File: config.mk
export PLATFORM = sky130hd
export DESIGN_NAME = series_eval_controller
export DESIGN_NICKNAME = d
export VERILOG_FILES = /design/src/rtl/series_pkg.sv /design/src/rtl/series_div_counter.sv /design/src/rtl/series_eval_controller.sv
export SDC_FILE = /design/constraint.sdc
export NUM_CORES = 1
export LEC_CHECK = 0
export CAP_MARGIN = 20
export CORE_AREA = 2 2 63 65
export CTS_CLUSTER_DIAMETER = 60
export DETAILED_ROUTE_END_ITERATION = 8
export DIE_AREA = 0 0 65 67
export DONT_BUFFER_PORTS = 1
export PLACE_DENSITY_LB_ADDON = 0.08
export SYNTH_ARGS = -nofsm -noshare
export SYNTH_HDL_FRONTEND = slang
export SYNTH_SLANG_ARGS = --single-unit
File: constraint.sdc
create_clock -name clk -period 5.3 [get_ports clk]
set_input_delay 0 -clock clk [delete_from_list [all_inputs] [get_ports clk]]
set_output_delay 0 -clock clk [all_outputs]
set_load 0.02 [all_outputs]
File: src/rtl/series_pkg.sv
// rtl/series_pkg.sv - shared types for the series evaluation controller
//
// Purpose: state encoding, mode bit positions and the strobe bundle used by
// series_eval_controller and its divisor counter.
package series_pkg;

  typedef enum logic [3:0] {
    S_IDLE,
    S_WAIT_REL,
    S_INIT,
    S_MULX1,
    S_MULX2,
    S_DIVI,
    S_DIVIP1,
    S_NEG,
    S_ACC,
    S_CHECK
  } state_t;

  // Bit positions inside the 2-bit mode word.
  localparam int MODE_STEP1 = 0;  // 1: one x multiply and one divide per term
  localparam int MODE_ALT   = 1;  // 1: negate every term

  // Every Moore output of the controller except ready.
  typedef struct packed {
    logic ldx;
    logic ldy;
    logic init_term;
    logic init_exp;
    logic x_en;
    logic ldterm;
    logic i_en;
    logic iplus_en;
    logic minus1_en;
    logic ldexp;
  } strobes_t;

  localparam strobes_t STROBES_NONE = '0;

endpackage

File: src/rtl/series_div_counter.sv
// rtl/series_div_counter.sv - loadable divisor pair counter
//
// Purpose: holds the two divisors (i, i+1) used by the divide steps of one term.
// Ports:
//   clk, rst      clock and synchronous active-high reset
//   load          load the first divisor pair for the selected step size
//   advance       move both divisors forward by one term
//   step1         1: step-1 series (advance by 1), 0: step-2 series (advance by 2)
//   div_i         first divisor
//   div_ip1       second divisor (div_i + 1)
module series_div_counter #(
  parameter int CNT_W    = 5,
  parameter int I0_STEP1 = 1,
  parameter int I0_STEP2 = 2
) (
  input  logic             clk,
  input  logic             rst,
  input  logic             load,
  input  logic             advance,
  input  logic             step1,
  output logic [CNT_W-1:0] div_i,
  output logic [CNT_W-1:0] div_ip1
);

  localparam logic [CNT_W-1:0] I0_S1   = CNT_W'(I0_STEP1);
  localparam logic [CNT_W-1:0] I0_S1P1 = CNT_W'(I0_STEP1 + 1);
  localparam logic [CNT_W-1:0] I0_S2   = CNT_W'(I0_STEP2);
  localparam logic [CNT_W-1:0] I0_S2P1 = CNT_W'(I0_STEP2 + 1);

  logic [CNT_W-1:0] inc;

  assign inc = step1 ? CNT_W'(1) : CNT_W'(2);

  // Reset value matches the step-2 mode the controller latches on reset.
  always_ff @(posedge clk) begin
    if (rst) begin
      div_i   <= I0_S2;
      div_ip1 <= I0_S2P1;
    end else if (load) begin
      div_i   <= step1 ? I0_S1   : I0_S2;
      div_ip1 <= step1 ? I0_S1P1 : I0_S2P1;
    end else if (advance) begin
      div_i   <= div_i + inc;
      div_ip1 <= div_ip1 + inc;
    end
  end

endmodule

File: src/rtl/series_eval_controller.sv
// rtl/series_eval_controller.sv - FSM sequencing a Taylor-series datapath
//
// Purpose: one start/ready transaction runs one series evaluation on the shared
// multiply/divide/accumulate datapath. Supports step-1 or step-2 power series,
// optional alternating sign, |term| < y convergence and a MAX_TERMS cap.
// Ports:
//   clk, rst        clock and synchronous active-high reset
//   start           request; evaluation launches when start is released
//   mode[1:0]       [0] step-1 series, [1] alternate sign; latched with start
//   y               unsigned convergence threshold, sampled in INIT
//   term            signed current term from the datapath, used in CHECK
//   ready           controller idle, result valid
//   ovf             last evaluation hit MAX_TERMS without converging
//   ldx, ldy, init_term, init_exp           INIT-cycle loads
//   x_en, ldterm, i_en, iplus_en, minus1_en, ldexp   datapath strobes
//   div_i, div_ip1  current divisor pair
module series_eval_controller
  import series_pkg::*;
#(
  parameter int DATA_W    = 17,
  parameter int Y_W       = 8,
  parameter int CNT_W     = 5,
  parameter int MAX_TERMS = 12,
  parameter int I0_STEP1  = 1,
  parameter int I0_STEP2  = 2
) (
  input  logic                     clk,
  input  logic                     rst,
  input  logic                     start,
  input  logic [1:0]               mode,
  input  logic [Y_W-1:0]           y,
  input  logic signed [DATA_W-1:0] term,
  output logic                     ready,
  output logic                     ovf,
  output logic                     ldx,
  output logic                     ldy,
  output logic                     init_term,
  output logic                     init_exp,
  output logic                     x_en,
  output logic                     ldterm,
  output logic                     i_en,
  output logic                     iplus_en,
  output logic                     minus1_en,
  output logic                     ldexp,
  output logic [CNT_W-1:0]         div_i,
  output logic [CNT_W-1:0]         div_ip1
);

  localparam int NT_W = $clog2(MAX_TERMS + 1);

  localparam logic [DATA_W-1:0] TERM_MIN = {1'b1, {(DATA_W-1){1'b0}}};
  localparam logic [DATA_W-1:0] TERM_MAX = {1'b0, {(DATA_W-1){1'b1}}};
  localparam logic [NT_W-1:0]   NT_CAP   = NT_W'(MAX_TERMS);

  state_t          state, state_nx;
  logic [NT_W-1:0] nterm;
  logic            ovf_q;
  logic [1:0]      mode_q;
  logic [Y_W-1:0]  y_q;
  strobes_t        stb;

  logic [DATA_W-1:0] abs_term;
  logic [DATA_W-1:0] y_ext;
  logic              above_y;
  logic              at_cap;
  logic              step1;
  logic              alt;

  assign step1 = mode_q[MODE_STEP1];
  assign alt   = mode_q[MODE_ALT];

  // |term| in DATA_W bits; the most negative value has no positive twin and
  // saturates so it is still treated as a large term.
  always_comb begin
    abs_term = term;
    if (term == TERM_MIN) begin
      abs_term = TERM_MAX;
    end else if (term[DATA_W-1]) begin
      abs_term = -term;
    end
  end

  assign y_ext   = {{(DATA_W-Y_W){1'b0}}, y_q};
  assign above_y = (abs_term >= y_ext);
  assign at_cap  = (nterm == NT_CAP);

  // State register.
  always_ff @(posedge clk) begin
    if (rst) begin
      state <= S_IDLE;
    end else begin
      state <= state_nx;
    end
  end

  // Evaluation bookkeeping: latched mode/threshold, term count, overflow flag.
  always_ff @(posedge clk) begin
    if (rst) begin
      nterm  <= '0;
      ovf_q  <= 1'b0;
      mode_q <= 2'b00;
      y_q    <= '0;
    end else begin
      if (state == S_IDLE && start) begin
        mode_q <= mode;
      end
      if (state == S_INIT) begin
        nterm <= '0;
        ovf_q <= 1'b0;
        y_q   <= y;
      end
      if (state == S_ACC) begin
        nterm <= nterm + NT_W'(1);
      end
      // Convergence wins over the cap, so overflow needs |term| still >= y.
      if (state == S_CHECK && above_y && at_cap) begin
        ovf_q <= 1'b1;
      end
    end
  end

  // Next-state logic.
  always_comb begin
    state_nx = state;
    case (state)
      S_IDLE:     if (start) state_nx = S_WAIT_REL;
      S_WAIT_REL: if (!start) state_nx = S_INIT;
      S_INIT:     state_nx = S_MULX1;
      S_MULX1:    state_nx = step1 ? S_DIVI : S_MULX2;
      S_MULX2:    state_nx = S_DIVI;
      S_DIVI: begin
        if (!step1)   state_nx = S_DIVIP1;
        else if (alt) state_nx = S_NEG;
        else          state_nx = S_ACC;
      end
      S_DIVIP1:   state_nx = alt ? S_NEG : S_ACC;
      S_NEG:      state_nx = S_ACC;
      S_ACC:      state_nx = S_CHECK;
      S_CHECK: begin
        if (!above_y)    state_nx = S_IDLE;
        else if (at_cap) state_nx = S_IDLE;
        else             state_nx = S_MULX1;
      end
      default:    state_nx = S_IDLE;
    endcase
  end

  // Moore output decode.
  always_comb begin
    stb   = STROBES_NONE;
    ready = 1'b0;
    case (state)
      S_IDLE: ready = 1'b1;
      S_INIT: begin
        stb.ldx       = 1'b1;
        stb.ldy       = 1'b1;
        stb.init_term = 1'b1;
        stb.init_exp  = 1'b1;
      end
      S_MULX1, S_MULX2: begin
        stb.x_en   = 1'b1;
        stb.ldterm = 1'b1;
      end
      S_DIVI: begin
        stb.i_en   = 1'b1;
        stb.ldterm = 1'b1;
      end
      S_DIVIP1: begin
        stb.iplus_en = 1'b1;
        stb.ldterm   = 1'b1;
      end
      S_NEG: begin
        stb.minus1_en = 1'b1;
        stb.ldterm    = 1'b1;
      end
      S_ACC: stb.ldexp = 1'b1;
      default: ;
    endcase
  end

  assign ovf       = ovf_q;
  assign ldx       = stb.ldx;
  assign ldy       = stb.ldy;
  assign init_term = stb.init_term;
  assign init_exp  = stb.init_exp;
  assign x_en      = stb.x_en;
  assign ldterm    = stb.ldterm;
  assign i_en      = stb.i_en;
  assign iplus_en  = stb.iplus_en;
  assign minus1_en = stb.minus1_en;
  assign ldexp     = stb.ldexp;

  series_div_counter #(
    .CNT_W    (CNT_W),
    .I0_STEP1 (I0_STEP1),
    .I0_STEP2 (I0_STEP2)
  ) u_div_counter (
    .clk     (clk),
    .rst     (rst),
    .load    (state == S_INIT),
    .advance (state == S_ACC),
    .step1   (step1),
    .div_i   (div_i),
    .div_ip1 (div_ip1)
  );

endmodule

# After elaboration in Yosys (flattened, before gate mapping)
# Index checks and enable logic that the tools add are counted.
[word_totals] ff_bits=29 in_bits=30
[classes] addsub=4 order_cmp=1 eq_ne=13 muxes=28 n_reduce_logical=9
[op_table] op="case mux 4 bit (10 select lines)" count=1
[op_table] op="2-to-1 mux 17 bit" count=2
[op_table] op="2-to-1 mux 4 bit" count=7
[op_table] op="2-to-1 mux 5 bit" count=4
[op_table] op="equality test 17 bit, second input constant" count=1
[op_table] op="greater-or-equal comparator 17 x 8 -> 1 bit" count=1
[op_table] op="negation 17 bit" count=1
[op_table] op="equality test 4 x 3 -> 1 bit, second input constant" count=4
[op_table] op="equality test 4 bit, second input constant" count=3
[op_table] op="2-to-1 mux 1 bit" count=11
[op_table] op="adder 5 bit" count=2
[op_table] op="equality test 4 x 2 -> 1 bit, second input constant" count=2
[op_table] op="2-to-1 mux 2 bit" count=3
[op_table] op="OR reduction 5 bit" count=1
[op_table] op="adder 4 x 1 -> 4 bit, second input constant" count=1
[op_table] op="equality test 4 x 1 -> 1 bit, second input constant" count=1
[op_table] op="logical NOT 4 bit" count=1
[op_table] op="!= test 2 bit, second input constant" count=2
[op_table] op="nonzero test 2 bit" count=2
[op_table] op="logical AND 1 bit" count=3
[op_table] op="AND reduction 2 bit" count=1
[op_table] op="OR reduction 2 bit" count=1

# Logic depth before layout (Yosys ltp)
# Gate-level depths: netlist of the first run.
[logic_depth] ltp_word=7 ltp_mapped=14 ltp_nobuf=13

# Hierarchy
# A second synthesis of the first run with hierarchy kept.
[hier_totals] hier_cells=290 hier_area_um2=2170.8
[modules_own_cells] module="series_eval_controller" instances=1 cells_each=232 area_per_inst_um2=1612.8 seq_area_each_um2=380.4
[modules_own_cells] module="series_div_counter" instances=1 cells_each=58 area_per_inst_um2=558.0 seq_area_each_um2=200.2

# Worst setup path before layout of the first run
# Ideal clock, no wire load.
[synth_path] path_type="input to register" from="input port term[1]" to="register ovf_q (netlist: ovf)" arrival_time_ns=2.451 required_ns=5.175 slack_ns=2.724 cell_stages=14 n_path_buf=1 cell_sequence="inv_1 > ha_1 > or3b_2 > clkbuf_1 > o31ai_1 > xor2_1 > nand2_1 > ha_1 > a21o_1 > a21oi_1 > o221a_2 > nand4_1 > nor4b_4 > o21ai_1"
[synth_via] elab_chain_cells=7 word_cells_on_any_way=9 cone_classes="add/sub: 1; order compare: 1; eq/ne: 1; mux: 3; reduce/logical: 3"
[synth_lines] element="from (decl)" line_no="series_eval_controller.sv:32" rtl="input logic signed [DATA_W-1:0] term,"
[synth_lines] element="negation 17 bit" line_no="series_eval_controller.sv:79" rtl="abs_term = -term;"
[synth_lines] element="2-to-1 mux 17 bit" line_no="series_eval_controller.sv:78" rtl="end else if (term[DATA_W-1]) begin"
[synth_lines] element="2-to-1 mux 17 bit (*)" line_no="series_eval_controller.sv:76" rtl="if (term == TERM_MIN) begin"
[synth_lines] element="greater-or-equal comparator 17 x 8 -> 1 bit (*)" line_no="series_eval_controller.sv:84" rtl="assign above_y = (abs_term >= y_ext);"
[synth_lines] element="logical AND 1 bit (*) (2 in series)" line_no="series_eval_controller.sv:116" rtl="if (state == S_CHECK && above_y && at_cap) begin"
[synth_lines] element="2-to-1 mux 1 bit or nonzero test 2 bit (tied branches)"
[synth_lines] element="to (signal assigned)" line_no="series_eval_controller.sv:100" rtl="ovf_q <= 1'b0;"
[synth_lines] element="to (signal assigned)" line_no="series_eval_controller.sv:109" rtl="ovf_q <= 1'b0;"
[synth_lines] element="to (signal assigned)" line_no="series_eval_controller.sv:117" rtl="ovf_q <= 1'b1;"
[synth_lines] element="to (decl)" line_no="series_eval_controller.sv:57" rtl="logic ovf_q;"
# Every way passes the cells marked *; elsewhere a longest branch is shown, timed or not.
# A chain may end at the register's enable or synchronous reset.

# Final worst setup path of the first run
[layout_path] from="register state[1]" to="register y_q[0]"
[layout_via] elab_chain_cells=1
[layout_lines] element="from (decl)" line_no="series_eval_controller.sv:55" rtl="state_t state, state_nx;"
[layout_lines] element="from (signal assigned)" line_no="series_eval_controller.sv:92" rtl="state <= state_nx;"
[layout_lines] element="equality test 4 x 2 -> 1 bit" line_no="series_eval_controller.sv:107" rtl="if (state == S_INIT) begin"
[layout_lines] element="to (signal assigned)" line_no="series_eval_controller.sv:110" rtl="y_q <= y;"
[layout_lines] element="to (decl)" line_no="series_eval_controller.sv:59" rtl="logic [Y_W-1:0] y_q;"
# Every way passes these cells.

==> results.md, run 1 <==
- Clock Skews: around 0.0056 ns
- Syn_area_per_cell: 7.62 um^2
- First-pass DRT Iterations: 4
- Area of the multi-input gates: 1420 um^2
- Initial core utilization: 59.2%
- Initial antenna violation count: 0
- Buf+Inv Stages, Crit Path: 2
- Highest metal used: met4
- Die span in y: 67 um
- Vias in the first global route: 1,819
- Largest fanout on the critical path: 17
- Ys flop type: dfxtp_1
- Crit-path slowest cell: inv_1
- CP max stage delay: about 0.8 ns
- Leakage: around 0.87 nW
- Aggregate global routing overflow: 0
- Pwr per Cell Area: 259 nW/um^2
- Root Buffer: clkbuf_8
- DR WL met3: 286 um
- Post-synth EDFFs: 0
- HP Class: input port to register
- Worst slew pin tran: just over 1 ns
- Layout cells sized above 1: 6.60%
- TritonCTS clock tree: done
- Slew headroom: about a third
- RSZ-0062 raised after global routing: no
- Row count: 22
- Final WS setup: 2.29 ns
- Logic gate share of total power: 28.3%
- Final layout net count: 335
- Delay-heaviest family, CP: buffers and inverters
- Largest net degree at the start of global routing: 19
- Ant diodes: 0
- Clock slew at reported path FFs: 0.06 ns
- Core ar.: 3610 um^2
- Crit path required time: 5.53 ns
- CTS buffer count: 5
- Initial DRC Count: between 70 and 80
- Overall via count from detail_route: 1,952
- Synth Cell Area: 2130 um^2
- PostCTS Resize Cnt: 0
- Final HPWL DP: ~3400 um
- DR WL met2: 2280 um
- Met1 WL: 2090 um
- Final setup vio count: 0
- Final Max Slew Viols: 0
- Clock insertion delay at the later pin of the skew report: ~0.28 ns
- Fillers: 336
- P_sw: 0.207 mW
- # Max-Cap Violations: 0
- Minimum clock period: 3.01 ns
- PortBufs: 0
- Vias/cell: 5.81
- H-tree levels: 2
- Synth Warn #: 0
- Gr usage total: 23.8%
- Post-synth ARST share: 0%
- Worst-path cell chain: nand2_1, or3_1, inv_1, nand2_1, a21oi_1, dlygate4sd3_1
- Routed wire length: approximately 4700 um
- Worst slack at placement: 2.46 ns
- WL per Instance: 14.0 um
- Critical path launch point type: register
- First-pass GRT wire length: 7910 um
- Status: complete, no violations
- Switching Share: 33.6%
- RePlAce Congestion: 0.841
- IO Pins: between 50 and 60
- Seq cells post-synth: 29
- Final period util: between 50% and 60%
- Arrival @ worst endpoint: between 3 and 4 ns
- Die area: 4360 um^2
- Critical Path Sink Type: register
- Area growth from synthesis to layout: 11.6%
- ANT nets after route: 0
- Final Util: 66.0%
- Register area share after synthesis: 27.2%
- VDD IR-drop max: between 0.2 and 0.25 mV
- Post-Syn Nets: 327
- Clock Power Share: roughly 30%
- Mapped Cells: 280
- Fmax: about 0.33 GHz
- Chip width: 65 um
- Pint: 0.410 mW
- DRC viols: 0
- Sink Count: 29
- Reg power frac: 42.2%
- Hold Fails Final Rpt: 0
- Clock buffer depth: 2
- Sum Neg Setup Slack: 0 ns
- CP most frequent cell: nand2_1
- Count of cell types in the netlist: 53
- Sequential Area: 581 um^2
- Setup CP Type: register to register
[synth_stat cells, types with 2 or more instances]
cell type	n	area share (%)
nor3_1	9	2.1
nor2_1	20	3.5
a21o_1	2	0.70
or3_1	8	2.3
o21ai_0	8	1.9
mux2_1	2	1.1
nor4b_1	2	0.82
clkbuf_1	13	2.3
ha_1	15	8.8
nor4_1	4	1.2
or4_4	2	1.1
a21oi_1	26	6.1
xnor2_1	2	0.82
a31oi_1	2	0.59
nand2_1	48	8.4
buf_4	3	1.1
xor2_1	12	4.9
nand4_1	4	1.2
or4_1	3	1.1
inv_2	2	0.35
o21ai_1	5	1.2
inv_1	15	2.6
nor2b_1	2	0.59
mux2i_1	3	1.4
nand3_1	8	1.9
dfxtp_1	29	27
a41oi_1	2	0.82
o31ai_1	3	1.1
fa_1	2	1.9
[power groups by stage]
stage | clock (mW) | combinational [mW] | sequential (mW)
after detailed placement | 0 | 0.159 | 0.265
after CTS | 0.187 | 0.174 | 0.260
after global placement | 0 | 0.158 | 0.265
final | 0.182 | 0.174 | 0.260
after global routing | 0.198 | 0.199 | 0.264
after floorplan | 0 | 0.157 | 0.246
[state kept, by name (all words and copies together) (netlist names)]
| name | count |
|---|---|
| ovf | 1 |
| state | 4 |
| u_div_counter.div_i | 5 |
| u_div_counter.div_ip1 | 5 |
| nterm | 4 |
| mode_q | 2 |
| y_q | 8 |
[logic make-up (layout without fill, tap and decap cells)]
group / after synthesis / count (layout) / synth area share (%)
AO/OA/AOI/OAI: 63 / 63 / 18.8
adder cells (fa/ha/maj): 17 / 17 / 10.7
AND/OR/NAND/NOR: 117 / 117 / 27.7
multiplexers: 6 / 6 / 2.99
XOR/XNOR: 14 / 14 / 5.75
flip-flops: 29 / 29 / 27.2
buffers and inverters: 34 / 42 / 6.86
[cell type report]
class,instances,share of cell area (%)
Clock buffer,7,3.63
Inverter,17,2.68
Multi-Input combinational cell,217,59.4
Sequential cell,29,24.4
Tap cell,48,2.52
Timing Repair Buffer,18,7.36
[placed cells by master, fill, tap and decap left out, drive strengths merged, types with 3 or more instances in the layout]
| cell type | instances |
|---|---|
| nor4 | 5 |
| nand3 | 8 |
| clkbuf | 7 |
| nor2 | 20 |
| nand2 | 48 |
| xor2 | 12 |
| ha | 15 |
| a21oi | 26 |
| o21ai | 13 |
| nor3 | 9 |
| nand4 | 4 |
| mux2i | 3 |
| nor4b | 3 |
| o31ai | 3 |
| or3 | 8 |
| dfxtp | 29 |
| or4 | 5 |
| inv | 17 |
| dlygate4sd3 | 16 |
| mux2 | 3 |
[path summary, 6_finish.rpt]
kind,start,endpoint,slack (ns),depth (start not counted)
hold reg to reg,y_q[7]$_SDFFE_PP0P_,y_q[7]$_SDFFE_PP0P_,0.46,2
setup / recovery,state[1]$_SDFFE_PP0P_,y_q[0]$_SDFFE_PP0P_,2.29,6
setup reg to reg,state[1]$_SDFFE_PP0P_,y_q[0]$_SDFFE_PP0P_,2.29,6
hold / removal,term[16],state[0]$_SDFFE_PP0P_,0.05,3
[worst min-delay path, stage by stage]
cell     delay, ns
o21ai_0       0.06
nor4b_4       0.14
o21ai_1       0.10
[routing by layer]
layer | global-route usage (%) | vias up
li1 | - | 1010
met1 | 28.5 | 877
met2 | 39.9 | 59
met3 | 7.43 | 6
met4 | 8.51 | 0
met5 | 0 | -
[stage by stage]
step / power (mW) / hold WS, ns / area [um^2] / cells
after global routing: 0.660 / 0.0474 / 2380 / 336
after detailed placement: 0.424 / 0.0743 / 2130 / 313
after floorplan: 0.404 / 0.136 / 2130 / 280
after global placement: 0.423 / 0.0730 / 2130 / 313
after CTS: 0.622 / 0.0381 / 2380 / 336
final: 0.617 / 0.0511 / 2380 / 336
[what timing repair did]
item                      4_1_cts  5_1_grt
hold endpoints to repair       19        0
buffers inserted                0        0
hold buffers                   16        0
Power figures use the tool's default switching activity.
==> inputs of run 2 (changes only) <==
Settings changed: CORE_AREA 2 2 63 65 to 2 2 65 67, DIE_AREA 0 0 65 67 to 0 0 67 69.
Clock period 5.3 ns to 2.4 ns, I/O delays scaled along.
==> run 2 against run 1 <==
Net effect: clock power rose to 2.7 times the previous value; hold slack worse by 0.0050 ns; register-to-register slack worse by 1.8 ns; setup slack worse by 2.1 ns; sequential share of layout area decreased by 1.6 points; count of clock-buffer cells in the layout is 2 lower; routed wire length grew 4.8%; critical path type is now input port to register; critical endpoint is now state[0]$_SDFFE_PP0P_.
==> results.md, run 2 (synthesis results as in run 1) <==
- Most flops, register: y_q
- CP max stage delay: 0.41 ns (-0.39 ns)
- Area of the multi-input gates: 1470 um^2 (+3.5%)
- Clock insertion delay at the later pin of the skew report: 0.29 ns (about the same)
- Final period util: 90.6%
- First-pass DRT Iterations: 4 (unchanged)
- Final layout net count: 347 (+3.6%)
- Die area: 4620 um^2 (+6.2%)
- Final Max Slew Viols: 0 (unchanged)
- Post-CTS Setup Inserts: 0 (unchanged)
- Finished Cell Area: 2550 um^2 (+7.1%)
- Initial DRC Count: 72 (-5.3%)
- Gr usage total: 23.2% (-0.55 points)
- Final hold slack: 0.0461 ns (-0.00504 ns)
- Arrival @ worst endpoint: 2.33 ns (-0.91 ns)
- Max FFs per register: 8 (unchanged)
- Final HPWL DP: 3600 um (+5.5%)
- Largest net degree at the start of global routing: 19 (unchanged)
- RePlAce Congestion: 0.808 (-3.9%)
- Slew headroom: 56.7% (+24 points)
- Worst-path cell chain: inv_12, ha_4, or3b_4, o31ai_4, xor2_1, nand2_1, ha_1, a21o_1, a21oi_1, o221a_2, nand4_1, nor4b_4, o21ai_1
- Minimum clock period: 2.17 ns
- Worst slack at placement: -0.191 ns (-2.65 ns)
- Ant diodes: 0 (unchanged)
- # Max-Cap Violations: 0 (unchanged)
- Chip width: 67 um (+3.1%)
- Clock slew at reported path FFs: 0.06 ns (about the same)
- Final WS setup: 0.226 ns (-2.06 ns)
- Pwr per Cell Area: 577 nW/um^2 (+120%)
- Sink Count: 29 (unchanged)
- Crit path required time: 2.56 ns (-2.97 ns)
- Fillers: 384 (+14%)
- Post-DP Area: 2300 um^2 (+8.0%)
- Overall via count from detail_route: 2,010 (+3.0%)
- Status: complete, no violations
- Sequential Area: 581 um^2 (unchanged)
- DP Cell Count: 329 (+5.1%)
- Clock Skews: 0.00485 ns (-0.000707 ns)
- Row count: 23 (+4.5%)
- Die span in y: 69 um (+3.0%)
- PortBufs: 0 (unchanged)
- DRC viols: 0 (unchanged)
- ANT nets after route: 0 (unchanged)
- Final Util: 65.2% (-0.85 points)
- First-pass GRT wire length: 8450 um (+6.9%)
- Routed wire length: 4940 um (+4.8%)
- TritonCTS clock tree: done
- Initial antenna violation count: 0 (unchanged)
- HP Class: input port to register
- Vias in the first global route: 1,994 (+9.6%)
- Power consumption: 1.47 mW (+140%)
- Clock buffer depth: 2 (unchanged)
- Worst slew pin tran: 0.649 ns (-0.360 ns)
- Largest fanout on the critical path: 4 (-13)
- Largest regs: y_q x8, u_div_counter.div_i x5, u_div_counter.div_ip1 x5
- Leakage: 0.953 nW (+9.1%)
- Sum Neg Setup Slack: 0 ns (unchanged)
- Setup CP Type: input port to register
- Hold Fails Final Rpt: 0 (unchanged)
- Delay-heaviest family, CP: simple AND/OR/NAND/NOR gates
- IO Pins: 52 (unchanged)
- Commonest non-fill, non-tap cells in the layout: 47 x nand2_1, 29 x dfxtp_1, 26 x a21oi_1, 20 x nor2_1, 16 x buf_4
- Root Buffer: clkbuf_8
- Core ar.: 3910 um^2 (+8.5%)
- Crit-path slowest cell: or3b_4
- Area growth from synthesis to layout: 19.6%
- Critical Path Sink Type: register
- RSZ-0062 raised after global routing: no
- Fmax: 0.460 GHz
- Buf+Inv Stages, Crit Path: 1 (-1)
- Commonest non-fill, non-tap cell in the layout: nand2_1
- H-tree levels: 2 (unchanged)
- Critical path launch point type: input port
- Final setup vio count: 0 (unchanged)
- Layout cells sized above 1: 13.7% (+7.1 points)
- Vias/cell: 5.74 (-1.1%)
- Aggregate global routing overflow: 0 (unchanged)
- VDD IR-drop max: 0.543 mV (+160%)
- Post-route non-filler standard cell count: 350 (+4.2%)
- Initial core utilization: 54.5% (-4.7 points)
- WL per Instance: 14.1 um (+0.64%)
- CTS buffer count: 5 (unchanged)
-- run 2: area by class of cell --
class | instances | share of cell area, %
inverter | 17 | 3.09
sequential | 29 | 22.8
timing repair buffer | 30 | 10.2
multi-input combinational | 217 | 57.4
clock buffer | 5 | 2.70
clock inverter | 2 | 1.37
tap | 50 | 2.45
-- run 2: where the power goes --
group,internal [mW],switching (mW)
sequential,0.512,0.0468
combinational,0.185,0.245
clock,0.301,0.182
total,0.998,0.474
-- run 2: worst min-delay path, stage by stage --
cell and delay [ns]:
o21ai_0 0.06, nor4b_4 0.14, o21ai_1 0.10
-- run 2: repair_timing --
item / CTS / global route
hold endpoints to repair: 19 / 0
gates resized for setup: 0 / 1
setup endpoints to repair: 0 / 3
hold buffers: 14 / 0
-- run 2: final timing paths --
kind / start / to / slack, ns / depth (start not counted)
worst min register to register: y_q[7]$_SDFFE_PP0P_ / y_q[7]$_SDFFE_PP0P_ / 0.45 / 2
worst max register to register: state[0]$_SDFFE_PP0P_ / mode_q[0]$_SDFFE_PP0P_ / 0.51 / 5
worst max-delay path: term[1] / state[0]$_SDFFE_PP0P_ / 0.23 / 13
worst min-delay path: term[16] / ovf$_SDFFE_PP0P_ / 0.05 / 3
-- run 2: layer usage --
metal | global-route usage [%] | share of wire (%) | vias up
li1 | - | - | 1038
met2 | 38.7 | 51 | 57
met4 | 7.26 | 1.5 | 0
met1 | 27.6 | 41 | 907
met5 | 0 | 0 | -
met3 | 7.83 | 6.5 | 8
